[src/rtl/vram_pkg.sv]
// rtl/vram_pkg.sv - shared constants, read FSM states and posted-write entry type for the VDU RAM arbiter
package vram_pkg;

    localparam int VRAM_ADDR_W = 11;
    localparam int VRAM_DATA_W = 8;

    typedef enum logic [1:0] {
        IDLE     = 2'd0,
        RD_PEND  = 2'd1,
        RD_ISSUE = 2'd2,
        RD_DONE  = 2'd3
    } rd_state_e;

    typedef struct packed {
        logic [VRAM_ADDR_W-1:0] addr;
        logic                   sel;
        logic [VRAM_DATA_W-1:0] data;
    } wentry_t;

    // Byte offset bit 0 picks the attribute plane; the rest is the shared word address.
    function automatic wentry_t make_entry(input logic [VRAM_ADDR_W:0]   byte_addr,
                                           input logic [VRAM_DATA_W-1:0] wdata);
        wentry_t e;
        e.addr = byte_addr[VRAM_ADDR_W:1];
        e.sel  = byte_addr[0];
        e.data = wdata;
        return e;
    endfunction

endpackage

[src/rtl/vram_wfifo.sv]
// rtl/vram_wfifo.sv - posted CPU write FIFO; push and pop may coincide at any occupancy
module vram_wfifo
    import vram_pkg::*;
#(
    parameter int DEPTH = 4
) (
    input  logic    clk_i,
    input  logic    rst_i,
    input  logic    push_i,
    input  wentry_t push_data_i,
    input  logic    pop_i,
    output logic    full_o,
    output logic    empty_o,
    output wentry_t head_o
);

    localparam int PTR_W = $clog2(DEPTH);
    localparam int CNT_W = PTR_W + 1;

    wentry_t          mem_q [DEPTH];
    logic [PTR_W-1:0] wr_ptr_q;
    logic [PTR_W-1:0] rd_ptr_q;
    logic [CNT_W-1:0] count_q;
    logic             do_push;
    logic             do_pop;

    assign empty_o = (count_q == '0);
    assign full_o  = (count_q == CNT_W'(DEPTH));
    assign do_pop  = pop_i & ~empty_o;
    // A full FIFO can still take a push when the head leaves in the same cycle.
    assign do_push = push_i & (~full_o | do_pop);
    assign head_o  = mem_q[rd_ptr_q];

    always_ff @(posedge clk_i) begin
        if (rst_i) begin
            wr_ptr_q <= '0;
            rd_ptr_q <= '0;
            count_q  <= '0;
        end else begin
            if (do_push) begin
                wr_ptr_q <= wr_ptr_q + PTR_W'(1);
            end
            if (do_pop) begin
                rd_ptr_q <= rd_ptr_q + PTR_W'(1);
            end
            case ({do_push, do_pop})
                2'b10:   count_q <= count_q + CNT_W'(1);
                2'b01:   count_q <= count_q - CNT_W'(1);
                default: count_q <= count_q;
            endcase
        end
    end

    always_ff @(posedge clk_i) begin
        if (do_push) begin
            mem_q[wr_ptr_q] <= push_data_i;
        end
    end

endmodule

[src/rtl/vram_arbiter.sv]
// rtl/vram_arbiter.sv - display/CPU scheduler for the VDU character and attribute RAMs
// Optional conflict counter enabled by defining VRAM_CONFLICT_CNT_EN.
module vram_arbiter
    import vram_pkg::*;
#(
    parameter int WFIFO_DEPTH = 4,
    parameter int ADDR_W      = VRAM_ADDR_W
) (
    input  logic              clk,
    input  logic              rst,
    input  logic              disp_req,
    input  logic [ADDR_W-1:0] disp_addr,
    output logic              disp_valid,
    output logic [7:0]        disp_char,
    output logic [7:0]        disp_attr,
    input  logic              cpu_req,
    input  logic              cpu_we,
    input  logic [ADDR_W:0]   cpu_addr,
    input  logic [7:0]        cpu_wdata,
    output logic              cpu_ack,
    output logic [7:0]        cpu_rdata,
    output logic [ADDR_W-1:0] ram_addr,
    output logic              buff_we,
    output logic              attr_we,
    output logic [7:0]        ram_wdata,
    input  logic [7:0]        buff_rdata,
    input  logic [7:0]        attr_rdata,
    output logic [15:0]       conflict_cnt
);

    rd_state_e state_q;
    rd_state_e state_d;
    logic      wr_ack_q;
    logic      disp_valid_q;
    logic      fifo_full;
    logic      fifo_empty;
    wentry_t   fifo_head;
    logic      wr_accept;
    logic      drain;
    logic      rd_ready;
    logic      rd_issue;

    assign wr_accept = ~rst & cpu_req & cpu_we & ~fifo_full & ~cpu_ack;
    assign drain     = ~rst & ~disp_req & ~fifo_empty;
    // Reads wait for every older posted write so read-after-write sees new data.
    assign rd_ready  = (state_q == RD_PEND) & fifo_empty;
    assign rd_issue  = ~rst & rd_ready & ~disp_req;

    vram_wfifo #(
        .DEPTH(WFIFO_DEPTH)
    ) u_wfifo (
        .clk_i       (clk),
        .rst_i       (rst),
        .push_i      (wr_accept),
        .push_data_i (make_entry(cpu_addr, cpu_wdata)),
        .pop_i       (drain),
        .full_o      (fifo_full),
        .empty_o     (fifo_empty),
        .head_o      (fifo_head)
    );

    always_ff @(posedge clk) begin
        if (rst) begin
            state_q      <= IDLE;
            wr_ack_q     <= 1'b0;
            disp_valid_q <= 1'b0;
        end else begin
            state_q      <= state_d;
            wr_ack_q     <= wr_accept;
            disp_valid_q <= disp_req;
        end
    end

    always_comb begin
        state_d   = state_q;
        ram_addr  = '0;
        buff_we   = 1'b0;
        attr_we   = 1'b0;
        ram_wdata = '0;

        if (!rst) begin
            if (disp_req) begin
                ram_addr = disp_addr;
            end else if (drain) begin
                ram_addr  = fifo_head.addr;
                ram_wdata = fifo_head.data;
                attr_we   = fifo_head.sel;
                buff_we   = ~fifo_head.sel;
            end else if (rd_issue) begin
                ram_addr = cpu_addr[ADDR_W:1];
            end
        end

        case (state_q)
            IDLE:     if (cpu_req && !cpu_we && !cpu_ack) state_d = RD_PEND;
            RD_PEND:  if (rd_issue) state_d = RD_ISSUE;
            RD_ISSUE: state_d = RD_DONE;
            RD_DONE:  state_d = IDLE;
            default:  state_d = IDLE;
        endcase
    end

    // RAM data for an issued read or fetch is presented the cycle after issue.
    assign cpu_ack    = ~rst & (wr_ack_q | (state_q == RD_ISSUE));
    assign cpu_rdata  = (~rst && state_q == RD_ISSUE) ? (cpu_addr[0] ? attr_rdata : buff_rdata) : 8'h00;
    assign disp_valid = ~rst & disp_valid_q;
    assign disp_char  = disp_valid ? buff_rdata : 8'h00;
    assign disp_attr  = disp_valid ? attr_rdata : 8'h00;

`ifdef VRAM_CONFLICT_CNT_EN
    logic [15:0] conflict_q;
    logic        conflict_hit;

    assign conflict_hit = disp_req & (~fifo_empty | rd_ready);

    always_ff @(posedge clk) begin
        if (rst) begin
            conflict_q <= 16'h0000;
        end else if (conflict_hit && conflict_q != 16'hFFFF) begin
            conflict_q <= conflict_q + 16'h0001;
        end
    end

    assign conflict_cnt = conflict_q;
`else
    assign conflict_cnt = 16'h0000;
`endif

endmodule
[config.mk]
export PLATFORM = sky130hd
export DESIGN_NAME = vram_arbiter
export DESIGN_NICKNAME = d
export VERILOG_FILES = /design/src/rtl/vram_pkg.sv /design/src/rtl/vram_wfifo.sv /design/src/rtl/vram_arbiter.sv
export SDC_FILE = /design/constraint.sdc
export NUM_CORES = 1
export LEC_CHECK = 0
export CORE_ASPECT_RATIO = 0.5
export CORE_MARGIN = 2
export CORE_UTILIZATION = 40
export CTS_BUF_LIST = sky130_fd_sc_hd__clkbuf_4
export CTS_CLUSTER_SIZE = 12
export DETAILED_ROUTE_END_ITERATION = 12
export PLACE_DENSITY = 0.71
export SYNTH_ARGS = -nofsm -noshare
export SYNTH_HDL_FRONTEND = slang
export SYNTH_HIERARCHICAL = 1
export SYNTH_SLANG_ARGS = --single-unit
[constraint.sdc]
create_clock -name clk -period 2.55 [get_ports clk]
set_clock_uncertainty 0.05 [all_clocks]
set_input_delay 0.255 -clock clk [delete_from_list [all_inputs] [get_ports clk]]
set_output_delay 0.255 -clock clk [all_outputs]
set_load 0.05 [all_outputs]
Word level (Yosys, flattened, before mapping)
Memory sizes are Yosys's and may differ from the RTL's. A register that Yosys moved wholly into a read port is not among the register bits.
Cells that the tools add are included.
Storage, ports and cells
  logic and storage cells: 74
  memories kept: 1
  output and inout port bits: 63
  flip-flop bits (word level): 11
  memory bits (writable): 80
Memories
  u_wfifo.mem_q: depth 4, bits a word 20, read ports 1, clocked after memory_dff 1, wr ports 1, RTL line vram_wfifo.sv:20  | wentry_t mem_q [DEPTH];
Operators by class
  reductions and logical operators: 9
  mux-type cells: 25
  bitwise gates (word level): 21
  $add $sub $neg: 4
  eq/ne operators: 8
Operators by type and width (count)
  two-way mux 8 bit: 7
  two-way mux 11 bit: 4
  bitwise AND 1 bit: 13
  two-way mux 1 bit: 8
  two-way mux 2 bit: 4
  one-hot mux 2 bit (4 select lines): 1
  equality test 2 bit, second input constant: 3
  NOT 1 bit: 6
  one-hot mux 3 bit (2 select lines): 1
  adder 2 x 1 -> 2 bit, second input constant: 2
  equality test 2 x 1 -> 1 bit, second input constant: 2
  inequality test 2 bit, second input constant: 2
  adder 3 x 1 -> 3 bit, second input constant: 1
  equality test 3 bit, second input constant: 1
  logical AND 1 bit: 3
  logical NOT 3 bit: 1
  subtractor 3 x 1 -> 3 bit, second input constant: 1
  logical NOT 1 bit: 2
  logical NOT 2 bit: 1
  bitwise OR 1 bit: 2
  AND reduction 2 bit: 1
  nonzero test 2 bit: 1

Depth between registers and ports, before layout
  word-level depth: 8
  mapped depth: 11
  depth with buffers taken out: 10

Modules after synthesis
Netlist, hierarchy kept.
By module, submodules not included
  vram_wfifo: times used 1, cells each 163, area an instance 3412.0 um2
  vram_arbiter: times used 1, cells each 120, area an instance 885.8 um2

Worst setup path after synthesis
Ideal clock, no wire load.
  kind: register -> output
  start point: register (tool-made name)
  end point: output buff_we
  path slack: -335 ps
  required time: 2245 ps
  stages on the path, launching flop included: 4
  arrival: 2580 ps
  buffers on the path: 1
  cell sequence: dfxtp_1 buf_2 mux4_2 nor4_1
RTL lines
  end, declared: RTL line vram_arbiter.sv:23  | output logic buff_we,

==> out/metrics.sh <==
OUTCOME='finished, final reports clean'
UNREPAIRED_SETUP_ENDPOINTS_AFTER_GLOBAL_ROUTING='yes'
WIRE_PER_INST_UM=17.7
TOTALNEGATIVESETUPSLACK_NS=0
MIN_CLOCK_PERIOD_POST_ROUTE_NS=2.48
GPL.FINAL_WEIGHTED_CONGESTION=0.778
GRT_REMAINING_OVERFLOW=0
DP_SLACK_NS=0.0426
ANTENNA_FOUND_INITIAL=0
STD_CELL_ROWS=26
POSTLAYOUTCOREUTIL=0.595
SYNTH_TOP_FAMILY_BY_AREA='multiplexers'
DP_HPWL_MM=6.61
FP.DIEW_UM=151
NUMBER_OF_BUFFERS_CREATED_BY_CTS=9
HOLD_VIOL=0
REG2REG_SLACK_NS=0.12
P_LEAK_nW=2.23
FINALWIRELENGTH_MM=9.53
POWER.SWITCHING_FRACTION=0.298
RELATIVE_CONTRIBUTION_OF_COMBINATIONAL_CELLS_TO_TOTAL_POWER=0.238
NETLIST_INSTANCES=283
YS_ASYNC_SR_FRACTION=0
TIMING.CRITICAL_PATH.FROM_TYPE='flop'
FINAL_CRITICAL_PATH_SETUP_SLACK_NS=0.0682
DOMINANTREGCELLSYNTH='sky130_fd_sc_hd__edfxtp_1'
AREA.GROWTH.SYNTH_TO_FINAL_PCT=43.1
SYNTH-EDFF-COUNT=80
TOP_LEVEL_PORTS=115
YS_TYPES=46
CTS_SINKS=93
POWER_DENSITY_nW_PER_UM2=520
P_SWITCHING_W=0.000953
DIE-HEIGHT_UM=77.3
DRT_ITER0_MARKERS=200
SLEW_HEADROOM=0.592
CTSHTREEMAXLEVEL=3
CTS.HOLD.BUFFERS_ADDED=0
WORSTHOLDPATHTYPE='in2reg'
SYNTH-XOR-AREA-SHARE=0.0102
GRT_MAX_DEGREE=26
YS_SEQ_AREA_FRAC=0.620
CLKPWRFRAC=0.228
DESIGN.DIE.AREA_UM2=11600
SEQUENTIALPOWERSHARE=0.534
DRIVE_ABOVE_1_SHARE=0.276
PLACEABLECOREAREA_UM2=10300
CRIT_PATH_CELL_TRACE='buf_12 > mux4_2 > a222oi_1 > inv_1 > buf_12'
WORSTSKEWPAIRLATENCY_NS=0.43
SYNTHADDERAREAFRAC=0.0279
START_UTIL=0.415
SYN_AREA_UM2=4300
FIRSTDRTPASSITERS=5
SIMPLE_GATE_PORTION_OF_THE_SYNTHESIZED_AREA=0.0955
PATH_MAX_FANOUT=5
DRT.ANTENNA.VIOLATING_NETS=0
CLOCK-ROOT-BUFFER='sky130_fd_sc_hd__clkbuf_4'
CRITPATHSLOWESTCELL='sky130_fd_sc_hd__mux4_2'
SETUP_VIOL_COUNT_FINAL=0
DRV_SLEW=0
SYNTHESIS.YOSYS.WARNINGS=6
CRIT_TOP_CELL='sky130_fd_sc_hd__buf_12'
SYNTH-SEQ-CELLS=93
CP_SLOWEST_STAGE_DELAY_NS=0.51
VDD_IR_DROP_MAX_mV=0.241
WIRE_LENGTH_OF_THE_FIRST_GLOBAL_ROUTING_PASS_MM=15.2
WORST_SLEW_PIN_SLEW_NS=0.609
MUXSHAREOFSYNTHAREA=0.128
AVGVIACOUNTPERCELL=5.01
GRT_PASS1_VIAS=2839
CLKSLEWWORSTSETUPHOLDPATHS_NS=0.15
VIAS=2693
PLACEMENT.IO_BUFFERS=98
SYN_AVG_CELL_AREA_UM2=15.2
WORSTSETUPPATHTYPE='reg2out'
SYNTH-COMPOUND-AREA-SHARE=0.0536
NET_TOTAL_IN_THE_FINAL_LAYOUT=454
FIN_HOLD_WS_NS=0.382
CTS_TREE='done'
MAX-CAP-VIOLATIONS=0
P_TOTAL_W=0.00320
TIMING.CRITICAL_PATH.ARRIVAL_NS=2.18
DRCVIOLATIONCOUNT=0
FMAX_GHz=0.403
INTPOWER_W=0.00224
ANTENNA-DIODE-COUNT=0
CLOCKBUFFERDEPTH=2
TIMING.CRITICAL_PATH.REQUIRED_NS=2.25
GRT.TOTAL_USAGE=0.174
FINAL_CYCLE_UTILIZATION_OF_THE_CRITICAL_PATH=0.973
CP-END-KIND='output port'
## cell usage in the layout, fill, tap and decap left out, types with 2 or more instances in the layout
cell | netlist | final
sky130_fd_sc_hd__xnor2_1 | 2 | 2
sky130_fd_sc_hd__xor2_1 | 3 | 3
sky130_fd_sc_hd__clkdlybuf4s50_1 | 0 | 51
sky130_fd_sc_hd__nor3_1 | 4 | 4
sky130_fd_sc_hd__a222oi_1 | 11 | 11
sky130_fd_sc_hd__nand2b_1 | 5 | 5
sky130_fd_sc_hd__edfxtp_1 | 80 | 80
sky130_fd_sc_hd__inv_6 | 0 | 2
sky130_fd_sc_hd__buf_4 | 17 | 9
sky130_fd_sc_hd__mux2i_1 | 9 | 9
sky130_fd_sc_hd__conb_1 | 1 | 16
sky130_fd_sc_hd__nor2_1 | 17 | 17
sky130_fd_sc_hd__nor2b_1 | 2 | 2
sky130_fd_sc_hd__mux4_2 | 20 | 20
sky130_fd_sc_hd__and2_1 | 29 | 29
sky130_fd_sc_hd__inv_1 | 19 | 19
sky130_fd_sc_hd__clkbuf_4 | 0 | 9
sky130_fd_sc_hd__ha_1 | 8 | 8
sky130_fd_sc_hd__inv_8 | 0 | 2
sky130_fd_sc_hd__buf_12 | 0 | 54
sky130_fd_sc_hd__dfxtp_1 | 13 | 11
sky130_fd_sc_hd__nand2_1 | 2 | 2
sky130_fd_sc_hd__nand3_1 | 3 | 3
## synth_stat cells, types with 2 or more instances
library cell / number / area [um^2]
sky130_fd_sc_hd__ha_1: 8 / 100
sky130_fd_sc_hd__nor3_1: 4 / 20.0
sky130_fd_sc_hd__a222oi_1: 11 / 110
sky130_fd_sc_hd__edfxtp_1: 80 / 2400
sky130_fd_sc_hd__nand2b_1: 5 / 31.3
sky130_fd_sc_hd__nor2_1: 17 / 63.8
sky130_fd_sc_hd__clkbuf_1: 4 / 15.0
sky130_fd_sc_hd__xnor2_1: 2 / 17.5
sky130_fd_sc_hd__buf_2: 7 / 35.0
sky130_fd_sc_hd__mux2i_1: 9 / 90.1
sky130_fd_sc_hd__mux4_2: 20 / 450
sky130_fd_sc_hd__nor2b_1: 2 / 12.5
sky130_fd_sc_hd__nand2_1: 2 / 7.51
sky130_fd_sc_hd__dfxtp_1: 13 / 260
sky130_fd_sc_hd__inv_1: 19 / 71.3
sky130_fd_sc_hd__xor2_1: 3 / 26.3
sky130_fd_sc_hd__and2_1: 29 / 181
sky130_fd_sc_hd__buf_6: 2 / 22.5
sky130_fd_sc_hd__nand3_1: 3 / 15.0
sky130_fd_sc_hd__buf_4: 17 / 128
## logic make-up (layout without fill, tap and decap cells)
kind of cell,after synthesis,in the layout
AOI/OAI and AO/OA,24,24
xor gates and xnor gates,5,5
adders and majority gates,9,9
buffers and inverters,50,150
DFF,93,93
muxes,30,30
other,1,16
and+or+nand+nor,71,71
## what timing repair did
action | 4_1_cts | 5_1_grt
cloned | 1 | 1
resized for setup | 3 | 1
endpoints found under the setup margin | 1 | 10
pin swaps | 0 | 2
setup buffers | 0 | 1
## worst max-delay path: cells and delay by family (launching register included)
| kind | cells | cell delay, ns |
|---|---|---|
| mux | 1 | 0.51 |
| flops | 1 | 0.43 |
| buf+inv | 3 | 0.42 |
| compound gates | 1 | 0.36 |
## layer usage
| layer | part of all wire | wire length (um) | track usage | up-vias |
|---|---|---|---|---|
| met4 | 0.013 | 124 | 0.0430 | 0 |
| met2 | 0.53 | 5010 | 0.302 | 81 |
| met1 | 0.41 | 3910 | 0.221 | 1340 |
| met5 | 0 | 0 | 0 | - |
| met3 | 0.051 | 484 | 0.0423 | 11 |
| li1 | - | - | - | 1261 |
## per-stage QoR
step | instances | area (um^2)
2_1_floorplan | 298 | 4360
3_3_place_gp | 520 | 5980
3_5_place_dp | 520 | 5980
4_1_cts | 537 | 6130
5_1_grt | 538 | 6150
6_report | 538 | 6150
## state kept, by name, indices dropped and copies added, names as in the netlist, named ones only
name              cells
u_wfifo/rd_ptr_q      2
state_q               2
wr_ack_q              1
u_wfifo/count_q       3
disp_valid_q          1
u_wfifo/wr_ptr_q      2
u_wfifo/mem_q        80
## worst paths after layout
check	from	endpoint	depth (start not counted)
worst min register to register	wr_ack_q	wr_ack_q	1
worst max register to register	u_wfifo/count_q[2]	u_wfifo/count_q[2]	9
worst max-delay path	flop	ram_addr[4]	5
worst min-delay path	cpu_we	wr_ack_q	3
## power groups by stage
stage / registers, W / logic, W / clock network, W
finish: 0.00171 / 0.000759 / 0.000729
global route: 0.00171 / 0.000808 / 0.000818
CTS: 0.00171 / 0.000763 / 0.000747
detailed placement: 0.00174 / 0.000760 / 0
global placement: 0.00174 / 0.000739 / 0
floorplan: 0.00174 / 0.000435 / 0
## layout make-up
class	instances	area (um^2)
fill	771	4190
multi-input combinational	155	1430
clock inverter	7	56.3
tap	140	175
inverter	19	71.3
clock buffer	9	67.6
timing repair buffer	115	1680
sequential	93	2670
(Power assumes the default switching activity.)
